$ cat src/rtl/pc_fetch_sequencer.sv
// Program counter and instruction-fetch sequencer: drives a single-outstanding
// req/ack fetch port and redirects on taken branches or jumps, flushing in-flight work.
//
// state | meaning
// BOOT  | one cycle after reset release, redirects ignored
// IDLE  | no request outstanding; waits for stall to drop
// REQ   | request outstanding at pc, data will be delivered
// DRAIN | request outstanding but flushed; data discarded, then pc=pend_tgt
module pc_fetch_sequencer #(
  parameter int                ADDR_W   = 32,
  parameter logic [ADDR_W-1:0] RESET_PC = '0
) (
  input  logic              clk,
  input  logic              rst_n,
  input  logic              stall,
  input  logic              branch_valid,
  input  logic              Branch_deci,
  input  logic [ADDR_W-1:0] branch_target,
  input  logic              jump_valid,
  input  logic [ADDR_W-1:0] jump_target,
  output logic              imem_req,
  output logic [ADDR_W-1:0] imem_addr,
  input  logic              imem_ack,
  output logic              fetch_valid,
  output logic [ADDR_W-1:0] fetch_pc,
  output logic              flush,
  output logic              misalign_err
);

  typedef enum logic [1:0] {BOOT, IDLE, REQ, DRAIN} state_t;

  state_t            state_q, state_d;
  logic [ADDR_W-1:0] pc_q, pc_d;
  logic [ADDR_W-1:0] pend_tgt_q, pend_tgt_d;
  logic [ADDR_W-1:0] fetch_pc_q, fetch_pc_d;
  logic              req_q, req_d;
  logic              fetch_valid_q, fetch_valid_d;
  logic              flush_q, flush_d;
  logic              misalign_q, misalign_d;

  logic              redir;
  logic [ADDR_W-1:0] tgt_raw;
  logic [ADDR_W-1:0] tgt;
  logic              tgt_misal;

  // Jump wins over a simultaneous taken branch.
  assign redir     = jump_valid | (branch_valid & Branch_deci);
  assign tgt_raw   = jump_valid ? jump_target : branch_target;
  assign tgt       = {tgt_raw[ADDR_W-1:2], 2'b00};
  assign tgt_misal = |tgt_raw[1:0];

  always_comb begin
    state_d       = state_q;
    pc_d          = pc_q;
    pend_tgt_d    = pend_tgt_q;
    fetch_pc_d    = fetch_pc_q;
    fetch_valid_d = 1'b0;
    flush_d       = 1'b0;
    misalign_d    = 1'b0;
    case (state_q)
      BOOT: state_d = IDLE;
      IDLE: begin
        if (redir) begin
          pc_d       = tgt;
          flush_d    = 1'b1;
          misalign_d = tgt_misal;
        end else if (!stall) begin
          state_d = REQ;
        end
      end
      REQ: begin
        if (redir) begin
          flush_d    = 1'b1;
          misalign_d = tgt_misal;
          if (imem_ack) begin
            pc_d    = tgt;
            state_d = stall ? IDLE : REQ;
          end else begin
            pend_tgt_d = tgt;
            state_d    = DRAIN;
          end
        end else if (imem_ack) begin
          fetch_valid_d = 1'b1;
          fetch_pc_d    = pc_q;
          pc_d          = pc_q + ADDR_W'(4);
          state_d       = stall ? IDLE : REQ;
        end
      end
      DRAIN: begin
        if (redir) begin
          pend_tgt_d = tgt;
          flush_d    = 1'b1;
          misalign_d = tgt_misal;
        end
        if (imem_ack) begin
          pc_d    = redir ? tgt : pend_tgt_q;
          state_d = stall ? IDLE : REQ;
        end
      end
      default: state_d = IDLE;
    endcase
    req_d = (state_d == REQ) || (state_d == DRAIN);
  end

  always_ff @(posedge clk or negedge rst_n) begin
    if (!rst_n) begin
      state_q       <= BOOT;
      pc_q          <= RESET_PC;
      pend_tgt_q    <= '0;
      fetch_pc_q    <= '0;
      req_q         <= 1'b0;
      fetch_valid_q <= 1'b0;
      flush_q       <= 1'b0;
      misalign_q    <= 1'b0;
    end else begin
      state_q       <= state_d;
      pc_q          <= pc_d;
      pend_tgt_q    <= pend_tgt_d;
      fetch_pc_q    <= fetch_pc_d;
      req_q         <= req_d;
      fetch_valid_q <= fetch_valid_d;
      flush_q       <= flush_d;
      misalign_q    <= misalign_d;
    end
  end

  assign imem_req     = req_q;
  assign imem_addr    = pc_q;
  assign fetch_valid  = fetch_valid_q;
  assign fetch_pc     = fetch_pc_q;
  assign flush        = flush_q;
  assign misalign_err = misalign_q;

endmodule

$ cat config.mk
export PLATFORM = sky130hd
export DESIGN_NAME = pc_fetch_sequencer
export DESIGN_NICKNAME = d
export VERILOG_FILES = /design/src/rtl/pc_fetch_sequencer.sv
export SDC_FILE = /design/constraint.sdc
export NUM_CORES = 1
export LEC_CHECK = 0
export BUFFER_PORTS_ARGS = -buffer_cell sky130_fd_sc_hd__clkbuf_2
export CORE_ASPECT_RATIO = 0.5
export CORE_MARGIN = 1.5
export CORE_UTILIZATION = 44
export DETAILED_ROUTE_END_ITERATION = 8
export PLACE_DENSITY = 0.68
export SLEW_MARGIN = 30
export SYNTH_ARGS = -nofsm -noshare
export SYNTH_HDL_FRONTEND = slang
export SYNTH_SLANG_ARGS = --single-unit
$ cat constraint.sdc
create_clock -name clk -period 4 [get_ports clk]
set_clock_uncertainty 0.15 [all_clocks]
set_input_delay 0.4 -clock clk [delete_from_list [all_inputs] [get_ports clk]]
set_output_delay 0.4 -clock clk [all_outputs]
set_load 0.01 [all_outputs]
Word-level counts from Yosys, hierarchy flattened
Index checks and enable logic that the tools add are counted.
- add/subtract/negate cells: 1
- multipliers: 0
- div/mod/pow operators: 0
- $lt $le $gt $ge: 0
- equal/unequal tests: 10
- shift-type cells: 0
- muxes and demuxes: 25
- bitwise logic cells: 3
- reduce and logical (&&, ||, !) cells: 9
- operator list (kind ; count):
    two-way mux 32 bit ; 9
    case mux 32 bit (3 select lines) ; 1
    case mux 32 bit (2 select lines) ; 1
    adder 32 x 3 -> 32 bit (second input constant) ; 1
    two-way mux 2 bit ; 6
    inequality test 2 bit (second input constant) ; 5
    == test 2 bit (second input constant) ; 4
    case mux 2 bit (4 select lines) ; 1
    two-way mux 1 bit ; 7
    AND reduction 3 bit ; 2
    AND reduction 4 bit ; 1
    nonzero test 3 bit ; 1
    OR reduction 3 bit ; 1
    == test 2 x 1 -> 1 bit (second input constant) ; 1
    zero test 2 bit ; 1
    nonzero test 2 bit ; 1
    OR reduction 2 bit ; 1
    AND 1 bit ; 1
    logical OR 1 bit ; 1
    inverter 1 bit ; 1
    bitwise OR 1 bit ; 1
- register bits after elaboration: 102
- bits in latches: 0
- memory bits (writable): 0
- ROM bits: 0
- bits of input ports: 71
- output and inout bits: 68
- logic and storage cells: 56
- memories kept: 0

Depth between registers and ports, before layout
- depth in word-level cells: 6
- mapped depth: 9
- gate-level depth less buffers: 6

Worst setup path after synthesis
No wires, ideal clock.
- kind: in2reg
- start point: input jump_valid
- end point: register pc_q[19] (netlist: imem_addr[19])
- library setup time: 0.126 ns
- arrival time: 1.617 ns
- required time: 3.724 ns
- slack: 2.107 ns
- cell stages on the path: 7
- buffers on the path: 3
- cell sequence: buf_6 > a21o_1 > buf_6 > buf_6 > nor4_4 > a21oi_1 > a221o_1
- longest elaborated chain between the ends: 4
- elaborated cells on any way between the ends: 10
- those cells by class: eq/ne: 1; mux: 7; bitwise: 1; reduce/logical: 1
- ends and longest elaborated chain (element ; RTL line ; text):
    start, declared ; 19 ; input logic jump_valid,
    two-way mux 32 bit or bitwise OR 1 bit (tied branches) ; 48, 47 ;
    two-way mux 32 bit (on tied branches) ; 63, 75 ;
    two-way mux 32 bit (on tied branches) ; 95, 72 ;
    case mux 32 bit (3 select lines) ; 60 ; case (state_q)
    end signal, assigned ; 117 ; pc_q <= pc_d;
    end, declared ; 33 ; logic [ADDR_W-1:0] pc_q, pc_d;
Several ways; a longest one is shown, not always the timed one. The select of a mux whose other input is x is not followed.
A chain may end at the register's enable or synchronous reset.

Worst setup path after layout
- start point: register state_q[1]
- end point: register pc_q[14] (netlist: imem_addr[14])
- longest elaborated chain between the ends: 3
- elaborated cells on any way between the ends: 9
- those cells by class: eq/ne: 6; mux: 1; reduce/logical: 2
- ends and longest elaborated chain (element ; RTL line ; text):
    start, declared ; 32 ; state_t state_q, state_d;
    start signal, assigned ; 116 ; state_q <= state_d;
    == test 2 x 1 -> 1 bit or == test 2 bit (tied branches) ; 60 ;
    inequality test 2 bit (no line) or nonzero test 3 bit (tied branches) ; n/a ;
    AND reduction 4 bit (no line) ; n/a ;
Several ways; a longest one is shown, not always the timed one.

==> reports/metrics.cfg <==
[status]
status = finished clean

[placement]
io_buffers = 138
dpl.hpwl_um = 12250
dp_slack_ns = 1.297
place.gp.congestion = 0.8636

[routing]
post-route-drc-count = 0
dr_total_vias = 5246
firstDrtPassIters = 5
drtIter0Drc = 345
final_antenna_net_count = 0
vias_per_cell = 5.881
routed_wl_um = 17130
wire_per_inst_um = 19.20

[pwr]
power_density_nw_per_um2 = 575.3
ir_drop_mv = 0.2465
p_leak_uw = 0.003194
power.share.sequential_pct = 44.1
p_clk_share_pct = 24.0
comb_power_share_pct = 32.0
switching_share_pct = 37.88
p_total_uw = 3966
internal_power_uw = 2464
switchingPower_uw = 1502

[worst_setup_path]
crit_buf_inv = 0
critPathMaxStageDelay_ns = 0.77
cp_slowest_cell = a21oi_2
start_kind = flip-flop
r2r_start = state_q[1]$_DFF_PN0_
critPathRequiredTime_ns = 4.09
reg2reg_to = imem_addr[14]$_DFFE_PN0P_
cp_top_family = compound AO/OA/AOI/OAI gates
cp_max_fo = 17
worstRegToRegCells = 5
cp.arrival_ns = 2.60
path_cells = nand2b_1 > a21oi_2 > a22oi_1 > o31a_1 > o22a_1
r2r_slack_ns = 1.49
crit_type = reg -> reg
cp-end-kind = flip-flop

[global_route]
globalRouteTotalUtil_pct = 25.43
grt_pass1_vias = 4812
antenna_found_initial = 0
globalRouteOverflowTotal = 0
grt_pass1_wl_um = 26800
grt_max_degree = 78

[sta]
finalHoldViolations = 0
whs_ns = 0.1272
post-route-period-util_pct = 62.75
period_minus_slack_ns = 2.510
setup_ws_ns = 1.490
slew_headroom_pct = 34.97
fin_tns_setup_ns = 0
worstMarginPinSlew_ns = 0.9755
slew_violations = 0
setup_viol = 0
fmaxAchievable_mhz = 398.4
rsz0062_at_grt = no

[floorplanning]
pin_count = 139
start_util_pct = 45.35
rows = 29
core-area_um2 = 12700
chipHeight_um = 83.90
die-area_um2 = 13830
die_x_um = 164.8

[synthesis]
synth_mux_area_share_pct = 11.43
synth_top_family_by_area = compound AO/OA/AOI/OAI gates
syn-cell-area_um2 = 5759
synth-async-reset-ratio_pct = 100.0
ys_seq_area_share_pct = 44.32
synth_nets = 669
ys_ff_latch = 102
synth_fa_ha_area_share_pct = 0.6083
netlist_top_cells_area = dfrtp_1 44%, o21ai_0 6.7%, mux2i_1 5.6%
synth_edf_count = 0
synth-simple-area-share_pct = 17.71
synth_xor_area_share_pct = 1.065
synth_compound_area_share_pct = 20.68
yosysTopAreaCellShare_pct = 44.32
yosys.cell_types.count = 70
yosysWarningCount = 0
synth_top_area_cell = dfrtp_1
syn_avg_cell_area_um2 = 9.663
synthFlopType = dfrtp_1
synth_cells = 596

[hold_path]
hold_path_end = state_q[1]$_DFF_PN0_
hold_path_depth = 2
hold_path_class = in -> reg
min-delay-start = stall

[clock_tree]
worstSkewPairLatency_ns = 0.35
cts_tree = done
cts-htree-levels = 3
cts_buffer_depth = 2
post_cts_resized = 0
cts_buffers = 9
clock-sinks = 102
cts-root-buf = clkbuf_16
clk_pin_slew_worst_paths_ns = 0.07
postCtsSetupBuffers = 0
ctsHoldBuffers = 1

[finish]
nets = 791
area_growth_pct = 19.70
nFillCells = 1201
diodes = 0
drive_gt1_share_pct = 29.50

[job]
maxCapViolCount = 0

placed cells by master (no fill, tap or decap), types with 3 or more instances in the layout:
master     instances
a31oi_1            4
nor2_1            21
clkbuf_16          9
nand2_1           75
a211oi_1           8
dfrtp_1          102
o22ai_1            3
xnor2_1            5
and3_1             9
o21ai_0           76
nor4_4             3
o21ai_1            3
a22o_1             5
nor3b_1            3
nand3_1           12
clkbuf_2         137
inv_1              8
nor3_1             9
a21oi_2            3
a21oi_1           37
a22oi_1           11
nand4_1           15
o31a_1             3
a221o_1            3
mux2_2            25
nand4b_1           3
mux2i_1           32
nor2b_1            3
buf_4             14
nor4_1             4
nand3_2            4
nand2b_1           4
mux2_1             5
o22a_1            11
per-layer routing:
layer | wire length (um) | GRT usage [%] | up-vias
li1 | - | - | 2459
met1 | 8435 | 39.47 | 2517
met2 | 7082 | 35.29 | 255
met3 | 1460 | 5.862 | 15
met4 | 148 | 5.651 | 0
met5 | 0 | 0 | -
stage by stage:
| stage | cell area (um2) | instances | utilization (%) |
|---|---|---|---|
| 2_1_floorplan | 5759 | 596 | - |
| 3_3_place_gp | 6569 | 876 | 51.72 |
| 3_5_place_dp | 6573 | 876 | 51.75 |
| 4_1_cts | 6894 | 892 | 54.29 |
| 5_1_grt | 6894 | 892 | 54.29 |
| 6_report | 6894 | 892 | 54.29 |
synthesized netlist by cell type, drive strengths merged, types with 10 or more instances:
library cell / n
o21ai: 79
a21oi: 40
mux2i: 32
buf: 24
nand4: 16
mux2: 30
nand2: 75
clkbuf: 18
nand3: 18
a22oi: 11
nor2: 22
o22a: 11
dfrtp: 102
nor3: 10
how the worst max path moves through the flow:
| stage | start | to | depth (start not counted) |
|---|---|---|---|
| 6_report | state_q[1]$_DFF_PN0_ | imem_addr[14]$_DFFE_PN0P_ | 5 |
| 5_1_grt | state_q[1]$_DFF_PN0_ | imem_addr[14]$_DFFE_PN0P_ | 5 |
| 4_1_cts | state_q[1]$_DFF_PN0_ | imem_addr[14]$_DFFE_PN0P_ | 5 |
| 3_5_place_dp | imem_ack | imem_addr[14]$_DFFE_PN0P_ | 6 |
| 3_3_place_gp | imem_ack | imem_addr[14]$_DFFE_PN0P_ | 6 |
| 2_1_floorplan | jump_valid | imem_addr[19]$_DFFE_PN0P_ | 7 |
power groups by stage:
stage	Clock, uW	Combinational (uW)	Sequential, uW
6_report	950	1270	1750
4_1_cts	960	1270	1740
2_1_floorplan	0	689	1760
3_3_place_gp	0	1240	1740
5_1_grt	993	1390	1800
3_5_place_dp	0	1260	1760
logic make-up (layout without fill, tap and decap cells):
logic type | count (synthesis) | after routing
adders and majority gates | 3 | 3
and+or+nand+nor | 183 | 183
xor gates and xnor gates | 7 | 7
muxes | 62 | 62
buffers and inverters | 50 | 176
AOI/OAI and AO/OA | 189 | 189
DFF | 102 | 102
state kept, by name, indices dropped and copies added (netlist names):
name,flops
state_q,2
fetch_pc,32
misalign_err,1
fetch_valid,1
imem_req,1
imem_addr,32
pend_tgt_q,32
flush,1
area by class of cell:
class                   instances  area [um2]  share of cell area (%)
flip-flops and latches        102        2552                   37.02
clock inverters                 5       82.58                   1.198
repair buffers                153       812.0                   11.78
multi-input cells             444        2975                   43.16
clock buffers                  10       229.0                   3.321
well taps                     170       212.7                   3.085
inverters                       8       30.03                  0.4356
(Power assumes the default switching activity.)
